## config.mk

```make
export PLATFORM = sky130hd
export DESIGN_NAME = majority13_vote_flat
export DESIGN_NICKNAME = d
export VERILOG_FILES = /design/src/rtl/majority13_pkg.sv /design/src/rtl/majority13_vote_if.sv /design/src/rtl/majority13_vote_value_counter.sv /design/src/rtl/majority13_vote.sv /design/src/flat_wrapper.sv
export SDC_FILE = /design/constraint.sdc
export NUM_CORES = 1
export LEC_CHECK = 0
export CAP_MARGIN = 25
export CELL_PAD_IN_SITES_DETAIL_PLACEMENT = 0
export CELL_PAD_IN_SITES_GLOBAL_PLACEMENT = 2
export CORE_ASPECT_RATIO = 1.25
export CORE_MARGIN = 2
export CORE_UTILIZATION = 35
export DETAILED_ROUTE_END_ITERATION = 7
export GPL_TIMING_DRIVEN = 0
export PLACE_DENSITY = 0.75
export SLEW_MARGIN = 10
export SYNTH_ARGS = -nofsm -noshare
export SYNTH_HDL_FRONTEND = slang
export SYNTH_HIERARCHICAL = 1
export SYNTH_SLANG_ARGS = --single-unit
```

## constraint.sdc

```tcl
create_clock -name clk -period 10.85 [get_ports clk]
set_clock_uncertainty 0.1 [all_clocks]
set_input_delay 2.17 -clock clk [delete_from_list [all_inputs] [get_ports clk]]
set_output_delay 2.17 -clock clk [all_outputs]
set_load 0.05 [all_outputs]
```

## src/rtl/majority13_pkg.sv

```systemverilog
// Shared constants and types for the 13-item majority detector.
// Optional maj_count output is enabled by defining MAJ13_COUNT_OUT_EN.
package majority13_pkg;
  localparam int DATA_W   = 4;
  localparam int N_ITEMS  = 13;
  localparam int THRESH   = (N_ITEMS + 1) / 2;
  localparam int CNT_W    = $clog2(N_ITEMS + 1);
  localparam int N_VALUES = 1 << DATA_W;
  localparam int WORD_W   = N_ITEMS * DATA_W;

  typedef logic [DATA_W-1:0] item_t;
  typedef logic [CNT_W-1:0]  cnt_t;
endpackage

```

## src/rtl/majority13_vote_if.sv

```systemverilog
// Streaming port bundle for majority13_vote; maj_count exists only with MAJ13_COUNT_OUT_EN.
// Handshake: a word is consumed on every rising edge where in_valid=1 (no ready, no
// backpressure); results are qualified by out_valid, and out/maj_value are don't-care otherwise.
interface majority13_vote_if;
  import majority13_pkg::*;

  logic                in_valid;
  logic [WORD_W-1:0]   numbers;
  logic                out_valid;
  logic                out;
  item_t               maj_value;
`ifdef MAJ13_COUNT_OUT_EN
  cnt_t                maj_count;
`endif

  modport master (
    output in_valid, numbers,
`ifdef MAJ13_COUNT_OUT_EN
    input  maj_count,
`endif
    input  out_valid, out, maj_value
  );

  modport slave (
    input  in_valid, numbers,
`ifdef MAJ13_COUNT_OUT_EN
    output maj_count,
`endif
    output out_valid, out, maj_value
  );
endinterface

```

## src/rtl/majority13_vote_value_counter.sv

```systemverilog
// Combinational occurrence counter: how many of the packed items equal VALUE.
module value_counter
  import majority13_pkg::*;
#(
  parameter int VALUE = 0
) (
  input  logic [WORD_W-1:0] i_numbers,
  output cnt_t              o_count
);

  always_comb begin
    o_count = '0;
    for (int i = 0; i < N_ITEMS; i++) begin
      if (i_numbers[i*DATA_W +: DATA_W] == item_t'(VALUE)) begin
        o_count = o_count + cnt_t'(1);
      end
    end
  end

endmodule

```

## src/rtl/majority13_vote.sv

```systemverilog
// Two-stage majority detector over 13 4-bit items: per-value counts, then threshold/encode.
// Define MAJ13_COUNT_OUT_EN to add the maj_count output.
module majority13_vote
  import majority13_pkg::*;
(
  input  logic               clk,
  input  logic               rst,
  majority13_vote_if.slave   bus
);

  cnt_t  w_count [N_VALUES];
  cnt_t  r_count [N_VALUES];
  logic  r_valid_s1;

  logic [N_VALUES-1:0] w_hit;
  logic                w_found;
  item_t               w_idx;

  logic  r_out_valid;
  logic  r_out;
  item_t r_maj_value;

  for (genvar v = 0; v < N_VALUES; v++) begin : g_cnt
    value_counter #(.VALUE(v)) u_cnt (
      .i_numbers (bus.numbers),
      .o_count   (w_count[v])
    );
  end

  // Counts are captured every cycle; only the valid bit qualifies them.
  always_ff @(posedge clk) begin
    if (rst) begin
      r_valid_s1 <= 1'b0;
      for (int v = 0; v < N_VALUES; v++) r_count[v] <= '0;
    end else begin
      r_valid_s1 <= bus.in_valid;
      for (int v = 0; v < N_VALUES; v++) r_count[v] <= w_count[v];
    end
  end

  // At most one value can reach THRESH; lowest index wins anyway.
  always_comb begin
    w_hit   = '0;
    w_found = 1'b0;
    w_idx   = '0;
    for (int v = 0; v < N_VALUES; v++) begin
      w_hit[v] = (r_count[v] >= cnt_t'(THRESH));
      if (w_hit[v] && !w_found) begin
        w_found = 1'b1;
        w_idx   = item_t'(v);
      end
    end
  end

  always_ff @(posedge clk) begin
    if (rst) begin
      r_out_valid <= 1'b0;
      r_out       <= 1'b0;
      r_maj_value <= '0;
    end else begin
      r_out_valid <= r_valid_s1;
      r_out       <= |w_hit;
      r_maj_value <= w_idx;
    end
  end

  assign bus.out_valid = r_out_valid;
  assign bus.out       = r_out;
  assign bus.maj_value = r_maj_value;

`ifdef MAJ13_COUNT_OUT_EN
  cnt_t w_max;
  cnt_t r_maj_count;

  always_comb begin
    w_max = '0;
    for (int v = 0; v < N_VALUES; v++) begin
      if (r_count[v] > w_max) w_max = r_count[v];
    end
  end

  // With no winner the largest count is reported instead.
  always_ff @(posedge clk) begin
    if (rst) begin
      r_maj_count <= '0;
    end else begin
      r_maj_count <= w_found ? r_count[w_idx] : w_max;
    end
  end

  assign bus.maj_count = r_maj_count;
`endif

endmodule

```

## src/flat_wrapper.sv

```systemverilog
// flat-port wrapper written by rule: the top's interface ports become plain ports
module majority13_vote_flat import majority13_pkg::*;
  (clk, rst, bus_in_valid, bus_numbers, bus_out_valid, bus_out, bus_maj_value);
  majority13_vote_if bus_i ();
  input  logic clk;
  input  logic rst;
  input wire logic [$bits(bus_i.in_valid)-1:0] bus_in_valid;
  input wire logic [$bits(bus_i.numbers)-1:0] bus_numbers;
  output wire logic [$bits(bus_i.out_valid)-1:0] bus_out_valid;
  output wire logic [$bits(bus_i.out)-1:0] bus_out;
  output wire logic [$bits(bus_i.maj_value)-1:0] bus_maj_value;
  assign bus_i.in_valid = bus_in_valid;
  assign bus_i.numbers = bus_numbers;
  assign bus_out_valid = bus_i.out_valid;
  assign bus_out = bus_i.out;
  assign bus_maj_value = bus_i.maj_value;
  majority13_vote u_core (.clk(clk), .rst(rst), .bus(bus_i));
endmodule
```

# --- Word-level counts from Yosys, hierarchy flattened ---
# Memory sizes are Yosys's and may differ from the RTL's.
# Cells that the tools add are included.
totals:
  register_bits: 7
  mem_bits_rw: 64
  output_inout_bits: 6
  word_cells: 725
  n_memories: 1
mem_list:
  columns: ["memory", "depth", "word_bits", "read_ports", "rd_clocked_by_memory_dff", "write_ports", "line", "text"]
  rows:
  - ["u_core.r_count", 16, 4, 16, 0, 16, "majority13_vote.sv:12", "cnt_t r_count [N_VALUES];"]
op_classes:
  n_addsub: 192
  magnitude_cmp: 16
  n_eq_ne: 195
  n_mux: 257
  bitwise_logic: 16
  n_reduce_logical: 44
op_table:
  columns: ["op", "count"]
  rows:
  - ["4-bit 2-to-1 mux", 216]
  - ["4-bit by 1-bit adder with 4-bit output (second input constant)", 192]
  - ["4-bit equality test (second input constant)", 104]
  - ["4-bit by 3-bit equality test with 1-bit output (second input constant)", 52]
  - ["4-bit by 2-bit equality test with 1-bit output (second input constant)", 26]
  - ["4-bit by 3-bit >= comparator with 1-bit output (second input constant)", 16]
  - ["4-bit by 1-bit equality test with 1-bit output (second input constant)", 13]
  - ["4-bit zero test", 13]
  - ["1-bit 2-to-1 mux", 35]
  - ["1-bit bitwise OR", 16]
  - ["16-bit OR reduction", 1]
  - ["1-bit logical AND", 15]
  - ["1-bit zero test", 15]
  - ["3-bit 2-to-1 mux", 4]
  - ["2-bit 2-to-1 mux", 2]

# --- Logic depth before layout (Yosys ltp) ---
# An unclocked memory read counts as a cell.
depth:
  word_depth: 48
  depth_mapped: 39
  ltp_nobuf: 39

# --- Hierarchy ---
# The synthesis kept the hierarchy.
modules_own_cells:
  columns: ["module", "n_inst", "cells_each", "area_each_um2", "seq_area_each_um2"]
  rows:
  - ["value_counter at u_core.g_cnt[10].u_cnt ...", 4, 196, 1493.9, 0.0]
  - ["value_counter at u_core.g_cnt[1].u_cnt ...", 2, 148, 1253.7, 0.0]
  - ["value_counter at u_core.g_cnt[4].u_cnt ...", 2, 133, 1183.6, 0.0]
  - ["majority13_vote", 1, 194, 2235.9, 1421.4]
  - ["value_counter at u_core.g_cnt[12].u_cnt", 1, 231, 1601.5, 0.0]
  - ["value_counter at u_core.g_cnt[0].u_cnt", 1, 183, 1526.5, 0.0]
  - ["value_counter at u_core.g_cnt[3].u_cnt", 1, 203, 1440.1, 0.0]
  - ["value_counter at u_core.g_cnt[15].u_cnt", 1, 190, 1382.6, 0.0]
  - ["value_counter at u_core.g_cnt[11].u_cnt", 1, 139, 1213.7, 0.0]
  - ["value_counter at u_core.g_cnt[7].u_cnt", 1, 139, 1203.7, 0.0]
  - ["value_counter at u_core.g_cnt[13].u_cnt", 1, 140, 1174.9, 0.0]
  - ["value_counter at u_core.g_cnt[14].u_cnt", 1, 134, 1136.1, 0.0]

# --- Worst setup path before layout ---
# Ideal clock, no wire load.
synth_timing:
  path_kind: "in2reg"
  from: "input port bus_numbers[5]"
  to: "memory u_core/r_count[0][17] (netlist bit)"
  setup_time_ns: 0.128
  arrival_time_ns: 8.541
  required_ns: 10.622
  path_slack_ns: 2.081
  path_stages: 35
  path_buffers: 0
  path_cell_list: "or4b_2 > inv_1 > ha_1 > xor2_1 > ha_1 > nand2_1 > nand2_1 > ha_1 > nor2_1 > nor2_1 > ha_1 > nand2_1 > o21ai_0 > ha_1 > nor2b_1 > o21bai_1 > inv_1 > ha_1 > o21a_1 > and2_1 > ha_1 > nor2_1 > nor2_1 > ha_1 > nand2_1 > o31ai_1 > ha_1 > mux2i_1 > inv_1 > ha_1 > nand2_1 > o21ai_0 > ha_1 > mux2_2 > nor2b_1"
synth_rtl:
  columns: ["element", "line", "text"]
  rows:
  - ["start: declaration", "flat_wrapper.sv:8", "input wire logic [$bits(bus_i.numbers)-1:0] bus_numbers;"]
  - ["end: declaration", "majority13_vote.sv:12", null]

==> flow_summary_export.csv <==
group,metric,value,unit
flow_run,cap_violations,0,
synth,synth_edf_count,0,
cells_and_area,final_cell_area,25920,µm²
global_route,antenna_found_initial,0,
clock_tree,htreeDepth,3,
global_route,grt_pass1_wl,120200,µm
drt,wl,78310,µm
min_path,min_path_type,"flip-flop to flip-flop",
pwr,p_total,0.001656,W
global_route,gr-total-overflow,0,
worst_setup_path,critPathMaxFanout,16,
global_route,grt_pass1_vias,21209,
place,routabilityCongestion,0.8249,
die,die_w,237.1,µm
worst_setup_path,r2r-end,"u_core/bus.maj_value[3]",
drt,viasPerCell,5.716,
sta,rsz0062_at_grt,"false",
pwr,pwr-share-seq,17.5,%
worst_setup_path,end_kind,"flip-flop",
die,die_area,70010,µm²
die,io_pins,61,
pwr,power.switching,0.0007441,W
cells_and_area,fin_nets,3234,
global_route,use_met1,27.73,%
synth,synth_area,23770,µm²
worst_setup_path,path_class,"input port to flip-flop",
synth,syn_inst,2899,
drt,first_pass_iters,5,
sta,fin_crit_sh,93.55,%
drt,drcViolationCount,0,
cells_and_area,syn2layout_area_growth,9.071,%
die,placementRows,106,
sta,slew_viol_final,0,
drt,vias,22059,
synth,synth_cell_types,133,
drt,drtIter0Drc,1386,
global_route,top_usage_layer,"met2",
worst_setup_path,rr_worst_depth,4,
clock_tree,cts_setup_buffers,0,
pwr,internal_power,0.0009122,W
place,placed_cell_area,25580,µm²
sta,finalCriticalPeriod,10.15,ns
worst_setup_path,r2r_start,"u_core/r_count[1][4]",
synth,synth_seq_cells,71,
clock_tree,cts_tree,"yes",
clock_tree,clockBufferDepth,2,
clock_tree,clkTransAtPathRegs,0.06,ns
min_path,hold_path_end,"u_core/bus.out_valid",
sta,max_freq,98.52,MHz
min_path,holdCritStartpoint,"u_core/r_valid_s1",
clock_tree,cts.sinks,71,
pwr,powerDensity,63.90,nW/µm²
min_path,holdPathStages,1,
worst_setup_path,reg2reg_slack,9.05,ns
clock_tree,cts-root-buf,"clkbuf_16",
die,die_y,295.3,µm
global_route,grt_usage,21.92,%
die,core,67110,µm²
synth,ys_warn_count,6,
place,hpwl,56030,µm
sta,worst_slew_pin_slew,1.165,ns
cells_and_area,layout-drive-gt1-share,13.16,%
worst_setup_path,slowest_stage,"dlymetal6s2s_1",
sta,setup_violations,0,
clock_tree,numCtsBuffers,9,
synth,yosysTopAreaCellShare,10.00,%
outcome,status,"finished, final reports clean",
pwr,clkPwrFrac,18.3,%
clock_tree,cts_resized,0,
sta,max-slew-margin-rel,22.18,%
synth,ys_top_cells_by_area,"ha_1 (10%), xnor2_1 (9.7%), dfxtp_1 (6.0%), xor2_1 (5.4%), nand2_1 (5.4%)",
pwr,p_comb_share,64.1,%
synth,ys_seq_area_share,5.981,%
sta,hold_violations,0,
global_route,grt_max_degree,33,
synth,yosys.area.top_type,"ha_1",
worst_setup_path,required,10.98,ns
global_route,use_met2,39.23,%
global_route,grt_use_met3,1.251,%
die,start_util,35.41,%
pwr,switching_share,44.92,%
drt,post_drt_wl_per_cell,20.29,µm
clock_tree,hold_buffers,0,
place,portBuffers,60,
drt,ant_nets,0,
worst_setup_path,critPathArrivalTime,10.29,ns
synth,async_reset_ff_share,0,%
worst_setup_path,cpPeakStageDelay,0.85,ns
pwr,ir_worst_vdd,67.52,µV
synth,synth.avg_cell_area,8.198,µm²
synth,ys.flop_type,"dfxtp_1",
synth,syn-num-nets,3144,
worst_setup_path,crit_top_cell,"ha_1",
pwr,power_leakage,10.56,nW
worst_setup_path,startpoint_type,"input port",
clock_tree,clock_latency,0.36,ns
-- per-stage QoR --
| step | hold WS [ns] | setup slack [ns] | utilization (%) | cells | TNS, ns |
|---|---|---|---|---|---|
| floorplan | 0.3138 | 2.081 | - | 2899 | 0 |
| global placement | 0.3204 | -0.1641 | 37.92 | 3823 | -0.1641 |
| finish | 0.3344 | 0.6996 | 38.63 | 3859 | 0 |
| global route | 0.3575 | 0.1549 | 38.62 | 3858 | 0 |
| CTS | 0.3398 | 0.3968 | 38.55 | 3854 | 0 |
| detailed placement | 0.3247 | 0.03909 | 38.12 | 3838 | 0 |
-- critical path: cells and delay by family --
kind / cells / cell delay, ns
compound gates: 9 / 1.91
simple gates: 11 / 1.81
fa+ha+maj: 5 / 1.50
buf+inv: 4 / 1.18
xor+xnor: 5 / 1.14
mux: 2 / 0.56
-- layer usage --
| metal | part of all wire (%) | vias to the layer above |
|---|---|---|
| met5 | 0 | - |
| met4 | 3.5 | 0 |
| met3 | 3.8 | 93 |
| met2 | 49 | 497 |
| met1 | 44 | 10635 |
| li1 | - | 10834 |
-- cell type report --
| type | count | area (µm²) |
|---|---|---|
| antenna | 1 | 2.502 |
| clock buffer | 10 | 229.0 |
| tap | 864 | 1081 |
| clock inverter | 6 | 61.31 |
| buffer | 109 | 546.8 |
| inverter | 164 | 624.3 |
| multi-input combinational | 2555 | 21190 |
| fill | 6871 | 41190 |
| sequential | 71 | 1421 |
| timing repair buffer | 79 | 769.5 |
-- cell usage in the layout (no fill, tap or decap), types with 20 or more instances in the layout --
| cell | instances |
|---|---|
| xnor2_4 | 33 |
| nor2b_1 | 87 |
| mux2i_1 | 23 |
| buf_2 | 63 |
| nor3b_1 | 28 |
| xor2_1 | 147 |
| and4b_1 | 39 |
| a21oi_1 | 110 |
| xnor3_2 | 34 |
| xnor2_1 | 263 |
| nand2_1 | 341 |
| o21ai_0 | 77 |
| clkbuf_1 | 66 |
| nor4b_1 | 30 |
| nand4bb_1 | 20 |
| a31oi_1 | 55 |
| nand4_1 | 56 |
| nor4bb_1 | 43 |
| nand3_1 | 74 |
| inv_1 | 154 |
| and2_1 | 27 |
| ha_1 | 190 |
| dfxtp_1 | 71 |
| nand4b_1 | 28 |
| nor2_1 | 165 |
| o211ai_1 | 21 |
| a211oi_1 | 33 |
| nor3_1 | 78 |
| xnor3_1 | 31 |
-- flip-flops by register name, summed over array words and instances (netlist names) --
name / count
u_core/bus.maj_value: 4
u_core/bus.out: 1
u_core/bus.out_valid: 1
u_core/r_count: 64
u_core/r_valid_s1: 1
-- synth_stat cells, types with 34 or more instances --
cell / n
nor2_1: 165
dfxtp_1: 71
o21ai_0: 77
a31oi_1: 55
nor2b_1: 87
nand2_1: 341
nor4bb_1: 43
nand3_1: 74
xnor3_2: 34
nor3_1: 78
a21oi_1: 110
nand4_1: 56
inv_1: 154
xor2_1: 147
ha_1: 190
clkbuf_1: 65
and4b_1: 39
xnor2_1: 263
-- how the worst max path moves through the flow --
stage                         start                    end  slack (ns)  cells past startpoint
global placement    bus_numbers[10]  u_core/r_count[1][19]       -0.16                     34
detailed placement   bus_numbers[4]  u_core/r_count[1][19]        0.04                     33
floorplan            bus_numbers[5]  u_core/r_count[0][17]        2.08                     35
finish               bus_numbers[6]  u_core/r_count[1][19]        0.70                     36
CTS                  bus_numbers[4]  u_core/r_count[1][19]        0.40                     33
global route         bus_numbers[6]  u_core/r_count[1][19]        0.15                     37
-- kinds of logic after synthesis --
kind of cell / after synthesis / synth area share, %
simple gates: 1250 / 32.76
xor+xnor: 538 / 27.81
compound gates: 536 / 16.70
buf+inv: 273 / 4.928
fa+ha+maj: 191 / 10.05
flops: 71 / 5.981
mux: 40 / 1.774
-- power by group through the flow --
stage                     Clock [W]  Sequential (W)  Combinational (W)
after detailed placement          0        0.000296            0.00105
after CTS                  0.000312        0.000291            0.00106
after global placement            0        0.000296            0.00104
after global routing       0.000321        0.000292            0.00117
final                      0.000304        0.000290            0.00106
after floorplan                   0        0.000296           0.000778
(Power assumes the default switching activity.)
